## config.mk

```make
export PLATFORM = sky130hd
export DESIGN_NAME = z_event_logger_flat
export DESIGN_NICKNAME = d
export VERILOG_FILES = /design/src/rtl/z_event_logger_if.sv /design/src/rtl/z_event_logger.sv /design/src/flat_wrapper.sv
export SDC_FILE = /design/constraint.sdc
export NUM_CORES = 1
export LEC_CHECK = 0
export CORE_MARGIN = 2
export CORE_UTILIZATION = 55
export DETAILED_ROUTE_END_ITERATION = 7
export GPL_TIMING_DRIVEN = 0
export PLACE_DENSITY = 0.75
export SETUP_SLACK_MARGIN = 0.4
export SYNTH_ARGS = -nofsm -noshare
export SYNTH_HDL_FRONTEND = slang
export SYNTH_SLANG_ARGS = --single-unit
```

## constraint.sdc

```tcl
create_clock -name clk -period 4 [get_ports clk]
set_input_delay 0.8 -clock clk [delete_from_list [all_inputs] [get_ports clk]]
set_output_delay 0.8 -clock clk [all_outputs]
set_load 0.01 [all_outputs]
```

## src/rtl/z_event_logger_if.sv

```systemverilog
// Readout bus of the event logger: show-ahead head entry plus a valid/ready handshake.
interface z_event_logger_if #(parameter int TS_W = 8);
  logic            rd_valid;
  logic            rd_ready;
  logic [1:0]      rd_code;
  logic [TS_W-1:0] rd_ts;

  modport master (output rd_valid, rd_code, rd_ts, input rd_ready);
  modport slave  (input rd_valid, rd_code, rd_ts, output rd_ready);
endinterface

```

## src/rtl/z_event_logger.sv

```systemverilog
// Logs changes of the FSM output code z: per-code saturating counts, a free-running
// timestamp, and a show-ahead FIFO of (code, timestamp) drained over valid/ready.
module z_event_logger #(
  parameter int TS_W  = 8,
  parameter int CNT_W = 8,
  parameter int DEPTH = 4
) (
  input  logic                clk,
  input  logic                reset,
  input  logic [1:0]          z_in,
  input  logic                clr_cnt,
  z_event_logger_if.master    rd,
  output logic [CNT_W-1:0]    cnt01,
  output logic [CNT_W-1:0]    cnt10,
  output logic [CNT_W-1:0]    cnt11,
  output logic                overflow
);
  localparam int AW = (DEPTH > 1) ? $clog2(DEPTH) : 1;
  localparam logic [AW:0] OCC_FULL = (AW+1)'(DEPTH);

  typedef struct packed {
    logic [1:0]      code;
    logic [TS_W-1:0] ts;
  } entry_t;

  entry_t           mem [DEPTH];
  entry_t           head;
  logic [AW-1:0]    wr_ptr, rd_ptr;
  logic [AW:0]      occ;
  logic [TS_W-1:0]  ts;
  logic [1:0]       z_prev;
  logic             ev, full, not_empty, pop, push, drop;
  logic [CNT_W-1:0] cnt [1:3];

  assign ev        = (z_in != 2'b00) && (z_in != z_prev);
  assign full      = (occ == OCC_FULL);
  assign not_empty = (occ != '0);
  assign pop       = not_empty && rd.rd_ready;
  // A full FIFO still accepts a push when the head leaves in the same cycle.
  assign push      = ev && (!full || pop);
  assign drop      = ev && full && !pop;

  assign head        = mem[rd_ptr];
  assign rd.rd_valid = not_empty;
  assign rd.rd_code  = not_empty ? head.code : 2'b00;
  assign rd.rd_ts    = not_empty ? head.ts   : '0;

  always_ff @(posedge clk) begin
    if (reset) begin
      ts     <= '0;
      z_prev <= 2'b00;
      wr_ptr <= '0;
      rd_ptr <= '0;
      occ    <= '0;
    end else begin
      ts     <= ts + TS_W'(1);
      z_prev <= z_in;
      if (push) wr_ptr <= wr_ptr + AW'(1);
      if (pop)  rd_ptr <= rd_ptr + AW'(1);
      case ({push, pop})
        2'b10:   occ <= occ + (AW+1)'(1);
        2'b01:   occ <= occ - (AW+1)'(1);
        default: occ <= occ;
      endcase
    end
  end

  // Storage needs no reset: occupancy alone decides what is visible.
  always_ff @(posedge clk)
    if (!reset && push) mem[wr_ptr] <= '{code: z_in, ts: ts};

  always_ff @(posedge clk) begin
    if (reset)        overflow <= 1'b0;
    else if (drop)    overflow <= 1'b1;
    else if (clr_cnt) overflow <= 1'b0;
  end

  for (genvar i = 1; i <= 3; i++) begin : g_cnt
    logic inc;
    assign inc = ev && (z_in == 2'(i));
    always_ff @(posedge clk) begin
      if (reset)                     cnt[i] <= '0;
      else if (clr_cnt)              cnt[i] <= inc ? CNT_W'(1) : '0;
      else if (inc && cnt[i] != '1)  cnt[i] <= cnt[i] + CNT_W'(1);
    end
  end

  assign cnt01 = cnt[1];
  assign cnt10 = cnt[2];
  assign cnt11 = cnt[3];
endmodule

```

## src/flat_wrapper.sv

```systemverilog
// flat-port wrapper written by rule: the top's interface ports become plain ports
module z_event_logger_flat 
#(
  parameter int TS_W  = 8,
  parameter int CNT_W = 8,
  parameter int DEPTH = 4
)
  (clk, reset, z_in, clr_cnt, cnt01, cnt10, cnt11, overflow, rd_rd_valid, rd_rd_code, rd_rd_ts, rd_rd_ready);
  z_event_logger_if #(.TS_W(TS_W)) rd_i ();
  input  logic clk;
  input  logic reset;
  input  logic [1:0] z_in;
  input  logic clr_cnt;
  output logic [CNT_W-1:0] cnt01;
  output logic [CNT_W-1:0] cnt10;
  output logic [CNT_W-1:0] cnt11;
  output logic overflow;
  output wire logic [$bits(rd_i.rd_valid)-1:0] rd_rd_valid;
  output wire logic [$bits(rd_i.rd_code)-1:0] rd_rd_code;
  output wire logic [$bits(rd_i.rd_ts)-1:0] rd_rd_ts;
  input wire logic [$bits(rd_i.rd_ready)-1:0] rd_rd_ready;
  assign rd_rd_valid = rd_i.rd_valid;
  assign rd_rd_code = rd_i.rd_code;
  assign rd_rd_ts = rd_i.rd_ts;
  assign rd_i.rd_ready = rd_rd_ready;
  z_event_logger #(.TS_W(TS_W), .CNT_W(CNT_W), .DEPTH(DEPTH)) u_core (.clk(clk), .reset(reset), .z_in(z_in), .clr_cnt(clr_cnt), .rd(rd_i), .cnt01(cnt01), .cnt10(cnt10), .cnt11(cnt11), .overflow(overflow));
endmodule
```

* Word-level counts from Yosys, hierarchy flattened *
Memory sizes are Yosys's and may differ from the RTL's. A register that Yosys moved wholly into a read port is not among the register bits.
Cells that the tools add are included.

word-level totals
  output and inout port bits = 36
  memories kept = 2
  memory bits (writable) = 64
  bits in registers = 18
  input bits = 6
  logic and storage cells = 87

cells by class
  equal/unequal tests = 10
  bitwise logic cells = 6
  reductions and logical operators = 20
  add/subtract/negate cells = 8
  mux-type cells = 35

memories
  memory      depth  width  rd ports  clocked after Yosys merged registers in  write ports  RTL line              RTL
  u_core.mem  4      10     1         1                                        1            z_event_logger.sv:26  entry_t mem [DEPTH];
  u_core.cnt  3      8      3         0                                        3            z_event_logger.sv:33  logic [CNT_W-1:0] cnt [1:3];

operator list
  cell                 number
  $mux 8               7
  $add 8x1->8 const B  4
  $mux 1               24
  $ne 8x8->1 const B   3
  $logic_and 1x1->1    12
  $eq 2x2->1 const B   3
  $mux 2               3
  $or 1x1->1           6
  $pmux 3 s2           1
  $reduce_bool 2->1    3
  $add 2x1->2 const B  2
  $eq 2x1->1 const B   2
  $add 3x1->3 const B  1
  $eq 3x3->1 const B   1
  $logic_not 1->1      3
  $reduce_bool 3->1    1
  $sub 3x1->3 const B  1
  $ne 2x2->1           1
  $logic_or 1x1->1     1

* Depth between registers and ports, before layout *
Gate-level depths: netlist (run 1).

  word-level depth = 9
  mapped depth = 9
  depth with buffers taken out = 9

* Worst setup path after synthesis (run 1) *
No wires, ideal clock.

  kind = in2reg
  start = input rd_rd_ready
  end = register u_core.occ[2]
  path slack = 1.392 ns
  arrival time = 2.538 ns
  stages on the path = 8
  cells stage by stage = nor4b_1 > o21bai_4 > ha_1 > inv_1 > fa_1 > xor2_1 > or3_1 > a21oi_1

on the way
  cells in the longest elaborated chain, start to end = 5
  elaborated cells between the ends (all ways) = 7
  those cells by class = eq/ne: 2; mux: 1; reduce/logical: 4

ends and longest elaborated chain
  item                                             RTL line              RTL
  start: declaration                               flat_wrapper.sv:21    input wire logic [$bits(rd_i.rd_ready)-1:0] rd_rd_ready;
  $logic_and 1x1->1 *                              z_event_logger.sv:38  assign pop = not_empty && rd.rd_ready;
  $logic_or 1x1->1                                 z_event_logger.sv:40  assign push = ev && (!full || pop);
  $logic_and 1x1->1                                z_event_logger.sv:40
  $eq 2x1->1 or $eq 2x2->1 (tied branches)         z_event_logger.sv:60  case ({push, pop})
  $pmux 3 s2 or $reduce_bool 2->1 (tied branches)  -
  end signal: assignment                           z_event_logger.sv:61  2'b10: occ <= occ + (AW+1)'(1);
  end signal: assignment                           z_event_logger.sv:62  2'b01: occ <= occ - (AW+1)'(1);
  end: declaration                                 z_event_logger.sv:29  logic [AW:0] occ;

Every way passes the cells marked *; elsewhere a longest branch is shown, timed or not.
A chain may end at the register's enable or synchronous reset.

* Worst setup path after layout (run 1) *
  start = input z_in[0]
  end = register u_core.occ[2]

on the way
  cells in the longest elaborated chain, start to end = 5
  elaborated cells between the ends (all ways) = 8
  those cells by class = eq/ne: 3; mux: 1; reduce/logical: 4

ends and longest elaborated chain
  item                                             RTL line              RTL
  start: declaration                               flat_wrapper.sv:12    input logic [1:0] z_in;
  $ne 2x2->1 or $reduce_bool 2->1 (tied branches)  z_event_logger.sv:35  assign ev = (z_in != 2'b00) && (z_in != z_prev);
  $logic_and 1x1->1 *                              z_event_logger.sv:35
  $logic_and 1x1->1 *                              z_event_logger.sv:40
  $eq 2x1->1 or $eq 2x2->1 (tied branches)         z_event_logger.sv:60
  $pmux 3 s2 or $reduce_bool 2->1 (tied branches)  -

Marked as above.

==> results.tsv, run 1 <==
metric	value	unit
filler_cell_count	502	
first_iter_violations	141	
power_leakage	1.55	nW
hold_path.class	register to register	
min_from	u_core.overflow	
crit_fanout	13	
rsz0062_at_grt	false	
grt_max_degree	15	
root_buffer	clkbuf_8	
ys_warn_count	0	
grt_usage	18.7	%
firstDrtPassIters	4	
syn_inst	279	
cts_tree	done	
clock_latency	350	ps
route.antenna.remaining_nets	0	
synth_top_area_share	51.2	%
rows	30	
die_h	86.6	um
max_freq	319	MHz
final_hold_viol_count	0	
core_area	6680	sq um
synth_flop_cell	edfxtp_1	
final_cell_mix	64 x edfxtp_1, 40 x clkdlybuf4s50_1, 38 x nor2_1	
timing.slew.headroom	35.7	%
synth_area	3750	sq um
synth-edff-count	64	
r2r_end	u_core.occ[2]	
route.detailed.drc	0	
setup_tns	0	ps
drv_slew	0	
multi_input_area	1380	sq um
syn_avg_cell_area	13.4	sq um
wl	6.47	mm
min_to	u_core.overflow	
synth_area_leaders	edfxtp_1 51%, dfxtp_1 11%, mux4_2 6.0%, xor2_1 4.0%, nor2_1 3.8%	
postLayoutSetupSlackWorst	868	ps
dp_hpwl	4.42	mm
seq_area_frac_synth	61.9	%
cts_buffers	9	
power.density	500	nW/um^2
crit_required	4280	ps
synth.net_count	295	
fin_nets	346	
mostFrequentLayoutCell	edfxtp_1	
overflow	0	
io_buffers	40	
worstSetupPathType	input pin to register	
rr_startpoint	u_core.occ[0]	
period_share	78.3	%
grt_pass1_wl	10.6	mm
n_antenna_cell	0	
finalClockSkew	9.38	ps
maxCapViolations	0	
cts_resized	0	
end_kind	register	
whs_path_depth	2	
holdBufCountCts	0	
vias	2308	
fin_crit	3130	ps
yosysUniqueCellTypes	39	
grt_pass1_vias	2203	
start_util	56.1	%
ys_ff_latch	84	
antenna_found_initial	0	
worst_r2r_path_depth	8	
clock-sinks	84	
pin_count	42	
async_flop_share	0	%
pre_cts_slack	509	ps
finalSetupViolations	0	
arrival	3410	ps
synth_top_area_cell	edfxtp_1	
status	finished, final reports clean	
dieArea	7500	sq um
seqCellArea	2320	sq um
htree_levels	3	
place_congestion	0.733	
drive_above_1_share	11.3	%
cts_setup_buffers	0	
critPathLaunchType	input pin	
ir_drop	0.229	mV
tightestPinTransition	960	ps
chipWidth	86.6	um
clockBufferDepth	2	
via_per_inst	5.56	
area_growth	20.1	%
worst-r2r-setup-slack	1400	ps
clk_pin_slew	70	ps
wl_per_cell	15.6	um
critical path: stages:
cell and delay (ps):
clkdlybuf4s50_1 740, nand2b_1 180, a21boi_2 80, o21bai_4 280
ha_1 240, inv_1 70, fa_1 420, xor2_1 150
or3_1 310, a21oi_1 130
metal layers:
layer  up-vias  part of all wire (%)  global-route usage, %
li1       1114                     -                      -
met1      1132                    47                   26.8
met2        53                    47                   28.3
met4         0                   1.4                   7.81
met3         9                   4.0                   3.43
met5         -                     0                      0
registers in the layout, indices dropped and copies added, names as in the netlist, named ones only:
signal	count
u_core.wr_ptr	2
u_core.overflow	1
u_core.mem	40
u_core.z_prev	2
u_core.cnt	24
u_core.ts	8
u_core.rd_ptr	2
u_core.occ	3
per-stage QoR:
stage / power, mW / utilization, % / area (sq um) / cells / hold slack, ps
floorplan: 1.38 / - / 3750 / 279 / 462
global placement: 1.58 / 63.6 / 4250 / 399 / 469
detailed placement: 1.60 / 63.9 / 4270 / 399 / 467
CTS: 2.28 / 67.4 / 4500 / 415 / 484
global route: 2.36 / 67.4 / 4500 / 415 / 499
finish: 2.25 / 67.4 / 4500 / 415 / 487
cell type report:
class                           instances  share of cell area [%]
Buffer                                  6                   0.722
Clock buffer                           11                    3.36
Clock inverter                          5                    1.81
Inverter                                9                   0.750
Multi-Input combinational cell        180                    30.7
Sequential cell                        84                    51.6
Tap cell                               80                    2.22
Timing Repair Buffer                   40                    8.89
kinds of logic (layout without fill, tap and decap cells):
family / Yosys count / after routing / synth area share [%]
compound gates: 21 / 21 / 4.30
flops: 84 / 84 / 61.9
mux: 12 / 12 / 6.57
xor+xnor: 25 / 25 / 5.84
buf+inv: 15 / 71 / 1.77
simple gates: 112 / 112 / 16.1
fa+ha+maj: 10 / 10 / 3.54
cell usage after synthesis, drive strengths merged, types with 2 or more instances:
cell type and count:
a21boi 2, a21oi 8, a41o 2, and2 11
and3 2, and4 3, buf 4, clkbuf 2
dfxtp 20, edfxtp 64, ha 9, inv 9
mux4 10, nand2 15, nand2b 6, nand3 16
nand4 2, nand4bb 2, nor2 39, nor2b 6
nor3b 4, o21ai 4, or3 4, xnor2 8
xor2 17
worst max path at each step:
stage           startpoint               end  slack [ps]  depth (start not counted)
2_1_floorplan  rd_rd_ready     u_core.occ[2]        1390                          8
3_3_place_gp       z_in[1]  u_core.mem[2][1]         200                          5
3_5_place_dp       z_in[0]     u_core.occ[2]         510                         10
4_1_cts        rd_rd_ready     u_core.occ[2]         870                          9
5_1_grt            z_in[0]     u_core.occ[2]         690                         10
6_report           z_in[0]     u_core.occ[2]         870                         10
where the power goes:
part	internal [mW]	leakage [nW]	switching (mW)	total, mW
logic	0.282	0.626	0.234	0.515
registers	1.01	0.806	0.0472	1.06
clock network	0.388	0.118	0.295	0.684
Note: power is estimated with default switching activity, not from simulation.
==> inputs of run 2 (changes only) <==
--- a/config.mk
+++ b/config.mk
@@ -6,10 +6,10 @@
 export NUM_CORES = 1
 export LEC_CHECK = 0
 export CORE_MARGIN = 2
-export CORE_UTILIZATION = 55
+export CORE_UTILIZATION = 50
 export DETAILED_ROUTE_END_ITERATION = 7
 export GPL_TIMING_DRIVEN = 0
-export PLACE_DENSITY = 0.75
+export PLACE_DENSITY = 0.72
 export SETUP_SLACK_MARGIN = 0.4
 export SYNTH_ARGS = -nofsm -noshare
 export SYNTH_HDL_FRONTEND = slang
==> constraint.sdc (replaced) <==
create_clock -name clk -period 2.8 [get_ports clk]
set_input_delay 0.56 -clock clk [delete_from_list [all_inputs] [get_ports clk]]
set_output_delay 0.56 -clock clk [all_outputs]
set_load 0.01 [all_outputs]
==> results.tsv, run 2 (synthesis gave the netlist of run 1 again) <==
metric	value	unit	change
dp_hpwl	4.31	mm	was 4.42 mm
crit_fanout	11		was 13
fin_area	4540	sq um	was 4500 sq um
overflow	0		unchanged
sw_frac_of_total	27.8	%	was 25.6%
area_growth	20.9	%	was 20.1%
die_h	90.6	um	was 86.6 um
setup_tns	0	ps	unchanged
firstDrtPassIters	4		unchanged
first_iter_violations	124		was 141
clock_latency	340	ps	was 350 ps
core_area	7250	sq um	was 6680 sq um
start_util	51.7	%	was 56.1%
dp.cells	418		was 399
topRoutingLayerUsed	met4		unchanged
via_per_inst	5.18		was 5.56
grt_pass1_vias	2247		was 2,203
cts_buffers	9		unchanged
pwr-share-seq	49.9	%	was 46.8%
chipWidth	90.6	um	was 86.6 um
finalSetupViolations	0		unchanged
drv_slew	0		unchanged
grt_max_degree	16		was 15
worstSetupPathType	input pin to register		unchanged
grt_usage	16.5	%	was 18.7%
timing.slew.headroom	37.2	%	was 35.7%
fin_nets	348		was 346
clk_pin_slew	80	ps	was 70 ps
cell_internal_pwr	2.21	mW	was 1.68 mW
root_buffer	clkbuf_8		unchanged
power.density	676	nW/um^2	was 500 nW/um^2
switchingPower	0.852	mW	was 0.576 mW
worst-r2r-setup-slack	530	ps	was 1400 ps
fin_util	62.5	%	was 67.4%
crit_required	3080	ps	was 4280 ps
dieArea	8210	sq um	was 7500 sq um
tightestPinTransition	937	ps	was 960 ps
status	finished, final reports clean		unchanged
final_hold_viol_count	0		unchanged
rows	31		was 30
route.detailed.drc	0		unchanged
pin_count	42		unchanged
postLayoutSetupSlackWorst	353	ps	was 868 ps
pwr-share-clk	25.6	%	was 30.3%
arrival	2730	ps	was 3410 ps
grt_pass1_wl	10.7	mm	was 10.6 mm
vias	2260		was 2,308
power_leakage	1.59	nW	was 1.55 nW
ir_drop	0.275	mV	was 0.229 mV
rsz0062_at_grt	true		was false
wl_met3	250	um	was 261 um
maxCapViolations	0		unchanged
n_antenna_cell	0		unchanged
whs	448	ps	was 487 ps
place_congestion	0.779		was 0.733
route.antenna.remaining_nets	0		unchanged
wl	6.34	mm	was 6.47 mm
reg_top3	u_core.mem x40, u_core.cnt x24, u_core.ts x8		unchanged
holdBufCountCts	0		unchanged
finalClockSkew	10.6	ps	was 9.38 ps
antenna_found_initial	0		unchanged
io_buffers	40		unchanged
clockBufferDepth	2		unchanged
pre_cts_slack	-458	ps	was 509 ps
mostFrequentLayoutCell	edfxtp_1		unchanged
wl_per_cell	14.5	um	was 15.6 um
top_register	u_core.mem		unchanged
fin_crit	2450	ps	
final_cell_mix	64 x edfxtp_1, 38 x nor2_1, 27 x clkdlybuf4s50_1		was 64 x edfxtp_1, 40 x clkdlybuf4s50_1, 38 x nor2_1
max_freq	409	MHz	
power.total	3.06	mW	was 2.25 mW
wl_met2	3.04	mm	was 3.05 mm
drive_above_1_share	13.6	%	was 11.3%
htree_levels	3		unchanged
final_cells	436		was 415
hold_path.class	input pin to register		was register to register
period_share	87.4	%	
end_kind	register		unchanged
critPathLaunchType	input pin		unchanged
largest_reg_flops	40		unchanged
p_comb_share	24.4	%	was 22.9%
placed_cell_area	4300	sq um	was 4270 sq um
clock-sinks	84		unchanged
filler_cell_count	587		was 502
wl_met1	2.96	mm	was 3.07 mm
cts_tree	done		unchanged
-- run 2: cell count changes in the layout (fill, tap and decap cells not counted), moves of 2 or more --
cell	previous run	this run
clkinvlp_4	0	2
bufinv_16	2	0
dlygate4sd2_1	0	11
clkbuf_1	2	0
clkdlybuf4s50_1	40	27
-- run 2: worst max-delay path: stages --
cell           delay [ps]
dlygate4sd2_1         450
nand2b_1              190
a21boi_2               80
o21bai_4              140
ha_1                  200
inv_1                  70
fa_1                  440
xor2_1                150
or3_1                 300
a21oi_1               130
-- run 2: per-layer routing --
metal / GRT usage, % / up-vias
met5: 0 / -
met4: 7.31 / 0
met3: 3.92 / 10
met2: 26.9 / 41
met1: 21.0 / 1090
li1: - / 1119
-- run 2: area by class of cell --
type	count	area [sq um]	share of cell area, %
Clock buffer	10	138	3.03
Clock inverter	6	46.3	1.02
Timing Repair Buffer	42	425	9.38
Inverter	9	33.8	0.745
Tap cell	99	124	2.73
Sequential cell	84	2320	51.2
Multi-Input combinational cell	180	1400	30.8
Buffer	6	47.5	1.05
-- run 2: worst paths after layout --
check / from / to / cells after the start
worst max-delay path: z_in[1] / u_core.occ[2] / 10
worst min-delay path: reset / u_core.z_prev[1] / 2
worst max register to register: u_core.occ[0] / u_core.occ[2] / 8
worst min register to register: u_core.overflow / u_core.overflow / 2
-- run 2: repair_timing --
| action | CTS | global route |
|---|---|---|
| pin swaps | 0 | 1 |
| setup buffers | 1 | 0 |
| endpoints found under the setup margin | 53 | 52 |
| cloned | 1 | 0 |
| gates resized for setup | 24 | 1 |
-- run 2: power groups by stage --
stage          clock [mW]  combinational [mW]  sequential, mW
6_report            0.786               0.749            1.53
5_1_grt             0.849               0.823            1.54
2_1_floorplan           0               0.446            1.53
3_5_place_dp            0               0.745            1.54
4_1_cts             0.805               0.764            1.53
3_3_place_gp            0               0.725            1.53
